`src/rtl/ofdm_pkg.sv`:
```
// Shared constants and IV helper for the OFDM randomizer, MAC control and bench.
package ofdm_pkg;

    localparam int PRBS_LEN = 15;
    // Generator 1 + x^14 + x^15: stages 14 and 15 feed back.
    localparam int TAP_A = 14;
    localparam int TAP_B = 15;

    // Per-burst seed built from the 4 LSBs of BSID, UIUC and frame number.
    // Bit layout (b14..b0): bsid[3:0] | 1 1 | uiuc[3:0] | 1 | frame_num[3:0].
    // The fixed ones keep the seed nonzero for every field combination.
    function automatic logic [PRBS_LEN-1:0] gen_rand_iv(
        input logic [3:0] bsid,
        input logic [3:0] uiuc,
        input logic [3:0] frame_num
    );
        return {bsid, 2'b11, uiuc, 1'b1, frame_num};
    endfunction

endpackage

```
`src/rtl/prbs15_lfsr.sv`:
```
// 15-stage Fibonacci LFSR; bit_out is the feedback bit for the current state.
module prbs15_lfsr
    import ofdm_pkg::*;
(
    input  logic                clk,
    input  logic                reset,
    input  logic                advance,
    input  logic                load,
    input  logic [PRBS_LEN-1:0] load_val,
    output logic                bit_out,
    output logic [PRBS_LEN-1:0] state
);

    assign bit_out = state[TAP_A-1] ^ state[TAP_B-1];

    // Reset clears, load seeds, advance shifts stage n into n+1 with feedback into stage 1.
    always_ff @(posedge clk) begin
        if (reset)
            state <= '0;
        else if (load)
            state <= load_val;
        else if (advance)
            state <= {state[PRBS_LEN-2:0], bit_out};
    end

endmodule

```
`src/rtl/ofdm_randomizer.sv`:
```
// Serial bit randomizer: XORs each accepted bit with the PRBS15 feedback bit, 1-cycle registered latency.
module ofdm_randomizer
    import ofdm_pkg::*;
(
    input  logic                reset,
    input  logic                clk,
    input  logic                in_bits,
    input  logic                in_valid,
    output logic                out_bits,
    output logic                out_valid,
    input  logic [PRBS_LEN-1:0] rand_iv,
    input  logic                reload
);

    logic                prbs_bit;
    logic [PRBS_LEN-1:0] prbs_state;
    logic                accept;

    // Data presented during a reload cycle is dropped and does not advance the sequence.
    assign accept = in_valid & ~reload;

    prbs15_lfsr u_lfsr (
        .clk      (clk),
        .reset    (reset),
        .advance  (accept),
        .load     (reload),
        .load_val (rand_iv),
        .bit_out  (prbs_bit),
        .state    (prbs_state)
    );

    // Output register; out_bits holds its last value when nothing is accepted.
    always_ff @(posedge clk) begin
        if (reset) begin
            out_bits  <= 1'b0;
            out_valid <= 1'b0;
        end else if (accept) begin
            out_bits  <= in_bits ^ prbs_bit;
            out_valid <= 1'b1;
        end else begin
            out_valid <= 1'b0;
        end
    end

endmodule

```
`config.mk`:
```
export PLATFORM = sky130hd
export DESIGN_NAME = ofdm_randomizer
export DESIGN_NICKNAME = d
export VERILOG_FILES = /design/src/rtl/ofdm_pkg.sv /design/src/rtl/prbs15_lfsr.sv /design/src/rtl/ofdm_randomizer.sv
export SDC_FILE = /design/constraint.sdc
export NUM_CORES = 1
export LEC_CHECK = 0
export BUFFER_PORTS_ARGS = -buffer_cell sky130_fd_sc_hd__buf_2
export CORE_MARGIN = 2
export CORE_UTILIZATION = 45
export CTS_BUF_LIST = sky130_fd_sc_hd__clkbuf_8 sky130_fd_sc_hd__clkbuf_16
export CTS_CLUSTER_DIAMETER = 100
export DETAILED_ROUTE_END_ITERATION = 12
export PLACE_DENSITY = 0.75
export SYNTH_ARGS = -nofsm -noshare
export SYNTH_HDL_FRONTEND = slang
export SYNTH_SLANG_ARGS = --single-unit
```
`constraint.sdc`:
```
create_clock -name clk -period 1.19 [get_ports clk]
set_input_delay 0.238 -clock clk [delete_from_list [all_inputs] [get_ports clk]]
set_output_delay 0.238 -clock clk [all_outputs]
set_load 0.05 [all_outputs]
```
==> results.ini, run 1 <==
[run]
max_cap_violations = 0

[global_route]
grt_pass1_wl_um = 2170
grt_overflow = 0
grt_max_degree = 17
antenna_found_initial = 0
track_usage = 0.151
grt_pass1_vias = 536

[route]
vias = 597
drtAntennaViolNets = 0
viasPerCell = 4.74
drc = 0
drt_wl_total_um = 1400
drt_first_pass_iters = 3
drt_iter0_drc = 2
wl_per_cell_um = 11.1

[place]
dp_hpwl_um = 1080
io_buffers = 21
place_area_um2 = 978
gp_congestion = 0.685

[yosys]
netlist_instances = 76
yosysSeqAreaShare = 0.399
synthesis.nets = 96
synth_cell_types = 20
syn_avg_cell_area_um2 = 11.2
netlist_area_um2 = 852
yosys_warnings = 0
ys_ff_latch = 17

[sta]
hold_viol_final = 0
min_period_ns = 1.07
fin_crit_sh = 0.902
whs_ns = 0.214
max_clock_freq_mhz = 931
worst-slew-pin-transition_ns = 0.417
rsz0062_at_grt = no
maxSlewHeadroom = 0.722
setup_viol = 0
finClkSkew_ns = 0.00110
slew_viol_final = 0

[critical_path]
critical_path_required_ns = 0.95
cp-end-kind = output pin
crit_chain = buf_2
cpMaxStageDelayCell = dfxtp_1
path_class = reg -> out
critPathTopFamily = flip-flops
worstPathMaxFanout = 2
cp.arrival_ns = 0.84
critPathBufInv = 1
start_kind = flop
slowest_delay_ns = 0.32

[floorplanning]
die-height_um = 47.5
coreArea_um2 = 1750
rows = 15
die_w_um = 47.5
io_pins = 22
initial_core_util = 0.488
dieArea_um2 = 2260

[clock_network]
cts_root_buf = clkbuf_8
cts_tree = yes
clk_path_buf_depth = 2
clk_latency_ns = 0.25
cts_setup_buffers = 0
postCtsHoldBufs = 0
clkTransAtPathRegs_ns = 0.06
htree_levels = 1
cts_sinks = 17
cts-resized-gates = 0
cts_inserted_buffers = 3

[final_layout]
final_nets = 122
multiInputGateArea_um2 = 457
ff_latch_area_um2 = 340
area_growth_pct = 20.1
finish.utilization = 0.586
fillCellCount = 166
antenna_cells = 0
drive_above_1_share = 0.455
final_area_um2 = 1020

[pwr]
p_leak_nw = 0.506
powerDensity_nw_per_um2 = 1230
ir_drop_mv = 0.883

[hold_path]
hold_path_class = in -> reg

[run_status]
status = completed

-- registers in the layout, indices dropped and copies added (netlist names) --
name / flops
out_valid: 1
out_bits: 1
u_lfsr.state: 15
-- per-layer routing --
| metal | global-route usage | wire length, um |
|---|---|---|
| met5 | 0 | 0 |
| met4 | 0.133 | 46 |
| met3 | 0.0528 | 87 |
| met2 | 0.222 | 616 |
| met1 | 0.171 | 652 |
-- power breakdown --
part | leakage, nW | total (W) | internal [W] | switching, W
sequential | 0.140 | 0.000624 | 0.000606 | 0.0000181
clock | 0.0269 | 0.000422 | 0.000229 | 0.000193
combinational | 0.339 | 0.000218 | 0.000123 | 0.0000944
-- path summary, 6_finish.rpt --
check	start	depth (start not counted)	slack (ns)	endpoint
worst max-delay path	out_bits	1	0.12	out_bits
worst max register to register	u_lfsr.state[14]	3	0.12	out_bits
worst min-delay path	rand_iv[10]	3	0.21	u_lfsr.state[10]
worst min register to register	u_lfsr.state[0]	3	0.61	u_lfsr.state[0]
-- logic make-up (layout without fill, tap and decap cells) --
| logic type | Yosys count | count (layout) | synth area share |
|---|---|---|---|
| muxes | 28 | 28 | 0.385 |
| and+or+nand+nor | 21 | 21 | 0.109 |
| DFF | 17 | 17 | 0.399 |
| buffers and inverters | 6 | 31 | 0.0646 |
| AOI/OAI and AO/OA | 3 | 3 | 0.0323 |
| xor gates and xnor gates | 1 | 1 | 0.0103 |
-- layout make-up --
class | instances | share of cell area
multi-input cells | 53 | 0.446
flip-flops and latches | 17 | 0.333
repair buffers | 27 | 0.147
clock buffers | 3 | 0.0403
well taps | 25 | 0.0306
clock inverters | 1 | 0.00367
-- layout by cell type (no fill, tap or decap) --
cell type,count
a211o_1,1
a21oi_2,1
a221o_1,1
buf_2,21
buf_4,6
clkbuf_8,3
dfxtp_1,17
inv_1,1
mux2_2,6
mux2_4,8
mux2i_1,14
nand2_1,1
nand2b_1,1
nor2_1,15
nor2_2,1
nor2b_1,1
nor3b_1,1
nor4_1,1
xnor2_1,1
-- synthesized netlist by cell type --
cell type  number  area share
nor4_1          1      0.0073
xnor2_1         1       0.010
mux2_4          8        0.14
mux2i_1        14        0.16
a221o_1         1       0.012
clkbuf_1        1      0.0044
nor2b_1         1      0.0073
buf_6           1       0.013
nand2b_1        1      0.0073
nor2_2          1      0.0073
mux2_2          6       0.079
nand2_1         1      0.0044
buf_2           1      0.0059
nor2_1         15       0.066
dfxtp_1        17        0.40
nor3b_1         1      0.0088
a21oi_2         1       0.010
buf_12          1       0.023
a211o_1         1       0.010
buf_4           2       0.018
-- stage by stage --
| step | instances | power [W] | setup TNS, ns | setup slack, ns |
|---|---|---|---|---|
| finish | 126 | 0.00126 | 0 | 0.116 |
| global route | 126 | 0.00132 | 0 | 0.0747 |
| CTS | 126 | 0.00128 | 0 | 0.106 |
| detailed placement | 122 | 0.000857 | -0.966 | -0.0970 |
| global placement | 122 | 0.000851 | -0.571 | -0.0620 |
| floorplan | 76 | 0.000802 | 0 | 0.0924 |
Note: power is estimated with default switching activity, not from simulation.
==> run 2: changes to the inputs <==
CTS_BUF_LIST = default   (was sky130_fd_sc_hd__clkbuf_8 sky130_fd_sc_hd__clkbuf_16)
==> results.ini, run 2 (synthesis results as in run 1) <==
[run_status]
status = completed  ; unchanged

[clock_network]
cts_tree = yes  ; unchanged
cts_sinks = 17  ; unchanged
clk_latency_ns = 0.28  ; was 0.25 ns
cts_inserted_buffers = 3  ; unchanged
clkTransAtPathRegs_ns = 0.09  ; was 0.06 ns
postCtsHoldBufs = 0  ; unchanged
cts_setup_buffers = 0  ; unchanged
cts-resized-gates = 0  ; unchanged
cts_root_buf = clkbuf_4  ; was clkbuf_8
htree_levels = 1  ; unchanged
clk_path_buf_depth = 2  ; unchanged

[critical_path]
cp.depth = 1  ; unchanged
r2r_cells = 3  ; unchanged
crit_chain = buf_2  ; unchanged
cp-end-kind = output pin  ; unchanged
slowest_delay_ns = 0.34  ; was 0.32 ns
critPathTopFamily = flip-flops  ; unchanged
cp.arrival_ns = 0.87  ; was 0.84 ns
start_kind = flop  ; unchanged
critPathBufInv = 1  ; unchanged
path_class = reg -> out  ; unchanged
cpMaxStageDelayCell = dfxtp_1  ; unchanged
worstPathMaxFanout = 2  ; unchanged
critical_path_required_ns = 0.95  ; about the same

[floorplanning]
coreArea_um2 = 1750  ; unchanged
die_w_um = 47.5  ; unchanged
initial_core_util = 0.488  ; unchanged
rows = 15  ; unchanged
die-height_um = 47.5  ; unchanged
dieArea_um2 = 2260  ; unchanged
io_pins = 22  ; unchanged

[final_layout]
largest_reg_flops = 15  ; unchanged
fillCellCount = 171  ; was 166
final_nets = 122  ; unchanged
area_growth_pct = 17.9  ; was 20.1%
final_area_um2 = 1000  ; was 1020 um2
final_cell_mix = 21 x buf_2, 17 x dfxtp_1, 15 x nor2_1  ; unchanged
top_regs = u_lfsr.state (15), out_bits (1), out_valid (1)  ; unchanged
finish.utilization = 0.576  ; was 0.586
top_register = u_lfsr.state  ; unchanged
ff_latch_area_um2 = 340  ; unchanged
layout_commonest_cell = buf_2  ; unchanged
drive_above_1_share = 0.455  ; unchanged
antenna_cells = 0  ; unchanged
multiInputGateArea_um2 = 457  ; unchanged

[place]
pre_cts_slack_ns = -0.0970  ; unchanged
place_area_um2 = 978  ; unchanged
gp_congestion = 0.685  ; unchanged
io_buffers = 21  ; unchanged
dp_hpwl_um = 1080  ; unchanged

[pwr]
ir_drop_mv = 0.745  ; was 0.883 mV
powerDensity_nw_per_um2 = 1130  ; was 1230 nW/um2
p_leak_nw = 0.494  ; was 0.506 nW

[hold_path]
hold_depth = 3  ; unchanged
hold_path_class = in -> reg  ; unchanged

[sta]
setup_viol = 0  ; unchanged
rsz0062_at_grt = no  ; unchanged
maxSlewHeadroom = 0.721  ; was 0.722
whs_ns = 0.182  ; was 0.214 ns
fin_crit_sh = 0.934  ; was 0.902
slew_viol_final = 0  ; unchanged
tns_ns = 0  ; unchanged
layout_setup_ws_ns = 0.0786  ; was 0.116 ns
min_period_ns = 1.11  ; was 1.07 ns
finClkSkew_ns = 0.00344  ; was 0.00110 ns
max_clock_freq_mhz = 900  ; was 931 MHz
hold_viol_final = 0  ; unchanged
worst-slew-pin-transition_ns = 0.418  ; was 0.417 ns

[route]
wl_per_cell_um = 11.1  ; about the same
vias = 594  ; was 597
drt_iter0_drc = 1  ; was 2
drt_first_pass_iters = 3  ; unchanged
drc = 0  ; unchanged
drtAntennaViolNets = 0  ; unchanged
viasPerCell = 4.71  ; was 4.74
drt_wl_total_um = 1400  ; about the same

[global_route]
grt_pass1_wl_um = 2160  ; was 2170 um
grt_overflow = 0  ; unchanged
track_usage = 0.143  ; was 0.151
antenna_found_initial = 0  ; unchanged
grt_pass1_vias = 544  ; was 536
grt_max_degree = 17  ; unchanged

[run]
max_cap_violations = 0  ; unchanged

==> run 2: worst register-to-register path, stage by stage (launching register included) <==
cell	delay, ns
dfxtp_1	0.34
xnor2_1	0.27
nor4_1	0.09
a221o_1	0.26
==> run 2: layer usage <==
layer | global-route usage | vias up | wire, um
li1 | - | 312 | -
met1 | 0.169 | 263 | 672
met2 | 0.230 | 17 | 646
met3 | 0.0302 | 2 | 74
met4 | 0.100 | 0 | 12
met5 | 0 | - | 0
==> run 2: per-stage QoR <==
step                std cells  power (W)
CTS                       126    0.00116
finish                    126    0.00114
global placement          122   0.000851
global route              126    0.00120
detailed placement        122   0.000857
floorplan                  76   0.000802
==> run 2: final cells by class <==
cell class,instances,area share
multi-input combinational,53,0.455
sequential,17,0.339
timing repair buffer,27,0.149
tap,25,0.0311
clock buffer,4,0.0262
==> run 2: final timing paths <==
kind | slack [ns] | from | end
worst max register to register | 0.12 | u_lfsr.state[13] | out_bits
worst min-delay path | 0.18 | rand_iv[10] | u_lfsr.state[10]
worst max-delay path | 0.08 | out_bits | out_bits
worst min register to register | 0.62 | u_lfsr.state[0] | u_lfsr.state[0]
==> run 2: report_power, final <==
part	internal [W]	total, W	switching (W)
registers	0.000605	0.000624	0.0000182
clock network	0.000130	0.000297	0.000167
logic	0.000123	0.000219	0.0000954
total	0.000859	0.00114	0.000281
==> run 3: changes to the inputs <==
clock period = 1.3 ns   (was 1.19 ns; I/O delays follow)
==> results.ini, run 3 (synthesis results as in run 1) <==
[clock_network]
cts-resized-gates = 0  ; unchanged
htree_levels = 1  ; unchanged
clk_path_buf_depth = 2  ; unchanged
clkTransAtPathRegs_ns = 0.10  ; was 0.09 ns
cts_tree = yes  ; unchanged
clk_latency_ns = 0.29  ; was 0.28 ns
cts_inserted_buffers = 3  ; unchanged
postCtsHoldBufs = 0  ; unchanged
cts_setup_buffers = 0  ; unchanged
cts_sinks = 17  ; unchanged
cts_root_buf = clkbuf_4  ; unchanged

[route]
drtAntennaViolNets = 0  ; unchanged
viasPerCell = 4.82  ; was 4.71
wl_per_cell_um = 11.3  ; was 11.1 um
vias = 598  ; was 594
drc = 0  ; unchanged
drt_wl_total_um = 1400  ; about the same
drt_iter0_drc = 4  ; was 1
drt_first_pass_iters = 4  ; was 3

[pwr]
ir_drop_mv = 0.775  ; was 0.745 mV
powerDensity_nw_per_um2 = 1060  ; was 1130 nW/um2
power_frac_comb = 0.185  ; was 0.192
swShare = 0.261  ; was 0.246
p_int_w = 0.000778  ; was 0.000859 W
power_frac_seq = 0.542  ; was 0.547
power_switching_w = 0.000274  ; was 0.000281 W
clkPwrFrac = 0.273  ; was 0.261
p_leak_nw = 0.487  ; was 0.494 nW

[floorplanning]
io_pins = 22  ; unchanged
initial_core_util = 0.488  ; unchanged
dieArea_um2 = 2260  ; unchanged
rows = 15  ; unchanged
coreArea_um2 = 1750  ; unchanged
die-height_um = 47.5  ; unchanged
die_w_um = 47.5  ; unchanged

[global_route]
grt_pass1_wl_um = 2350  ; was 2160 um
grt_pass1_vias = 565  ; was 544
track_usage = 0.157  ; was 0.143
grt_overflow = 0  ; unchanged
antenna_found_initial = 0  ; unchanged
grt_max_degree = 17  ; unchanged

[final_layout]
top_register = u_lfsr.state  ; unchanged
ff_latch_area_um2 = 340  ; unchanged
antenna_cells = 0  ; unchanged
finish.utilization = 0.568  ; was 0.576
layout_commonest_cell = buf_2  ; unchanged
drive_above_1_share = 0.455  ; about the same
top_regs = u_lfsr.state (15), out_bits (1), out_valid (1)  ; unchanged
multiInputGateArea_um2 = 457  ; unchanged
final_nets = 120  ; was 122
area_growth_pct = 16.3  ; was 17.9%
final_cell_mix = 21 x buf_2, 17 x dfxtp_1, 15 x nor2_1  ; unchanged
fillCellCount = 173  ; was 171
largest_reg_flops = 15  ; unchanged

[sta]
fin_crit_sh = 0.878
max_clock_freq_mhz = 876
worst-slew-pin-transition_ns = 0.391  ; was 0.418 ns
maxSlewHeadroom = 0.739  ; was 0.721
rsz0062_at_grt = no  ; unchanged
finClkSkew_ns = 0.00204  ; was 0.00344 ns
hold_viol_final = 0  ; unchanged
slew_viol_final = 0  ; unchanged
setup_viol = 0  ; unchanged
min_period_ns = 1.14
tns_ns = 0  ; unchanged

[hold_path]
hp-start = rand_iv[7]  ; was rand_iv[10]
hold_path_class = in -> reg  ; unchanged

[critical_path]
start_kind = flop  ; unchanged
crit_chain = buf_2  ; unchanged
cpMaxStageDelayCell = dfxtp_1  ; unchanged
rr_startpoint = u_lfsr.state[13]  ; unchanged
cp.arrival_ns = 0.88  ; was 0.87 ns
path_class = reg -> out  ; unchanged
slowest_delay_ns = 0.33  ; was 0.34 ns
critPathBufInv = 1  ; unchanged
crit_start = out_bits  ; unchanged
critPathTopFamily = flip-flops  ; unchanged
worstPathMaxFanout = 2  ; unchanged
cp-end-kind = output pin  ; unchanged
critical_path_required_ns = 1.04  ; was 0.95 ns

[place]
gp_congestion = 0.646  ; was 0.685
dp_hpwl_um = 1020  ; was 1080 um
io_buffers = 21  ; unchanged

[run_status]
status = completed  ; unchanged

[run]
max_cap_violations = 0  ; unchanged

[run 3: cell types whose count changed in the layout (fill, tap and decap cells not counted), sizes merged]
cell,change
clkbuf,-1
clkinv,+1
buf,-2
[run 3: cell type report]
cell class | instances | area share
clock inverter | 1 | 0.00505
timing repair buffer | 25 | 0.136
tap | 25 | 0.0316
sequential | 17 | 0.343
clock buffer | 3 | 0.0227
multi-input combinational | 53 | 0.461
[run 3: metal layers]
layer | vias to the layer above | wire length [um] | track usage
met5 | - | 0 | 0
met4 | 0 | 50 | 0.133
met3 | 4 | 73 | 0.0226
met2 | 19 | 647 | 0.254
met1 | 268 | 625 | 0.182
li1 | 307 | - | -
[run 3: power by group through the flow]
| stage | registers [W] | clock network [W] | logic [W] |
|---|---|---|---|
| after CTS | 0.000571 | 0.000291 | 0.000198 |
| final | 0.000570 | 0.000287 | 0.000195 |
| after global routing | 0.000576 | 0.000318 | 0.000215 |
| after floorplan | 0.000591 | 0 | 0.000144 |
| after global placement | 0.000582 | 0 | 0.000192 |
| after detailed placement | 0.000583 | 0 | 0.000196 |
[run 3: per-stage QoR]
| stage | setup slack [ns] | instance area [um2] | hold slack, ns | total power [W] | cells |
|---|---|---|---|---|---|
| after global routing | 0.127 | 991 | 0.202 | 0.00111 | 124 |
| after floorplan | 0.202 | 852 | 0.407 | 0.000734 | 76 |
| final | 0.158 | 991 | 0.196 | 0.00105 | 124 |
| after CTS | 0.157 | 991 | 0.202 | 0.00106 | 124 |
| after global placement | 0.0258 | 963 | 0.493 | 0.000774 | 120 |
| after detailed placement | 0.00277 | 963 | 0.509 | 0.000779 | 120 |
[run 3: worst reg2reg max path, cell delays in order (launching register included)]
cell,delay [ns]
dfxtp_1,0.34
xnor2_1,0.27
nor4_1,0.09
a221o_1,0.27
[run 3: final timing paths]
| path | to | slack, ns | depth (start not counted) |
|---|---|---|---|
| max | out_bits | 0.16 | 1 |
| min | u_lfsr.state[7] | 0.20 | 3 |
| max reg2reg | out_bits | 0.23 | 3 |
| min reg2reg | u_lfsr.state[1] | 0.63 | 3 |
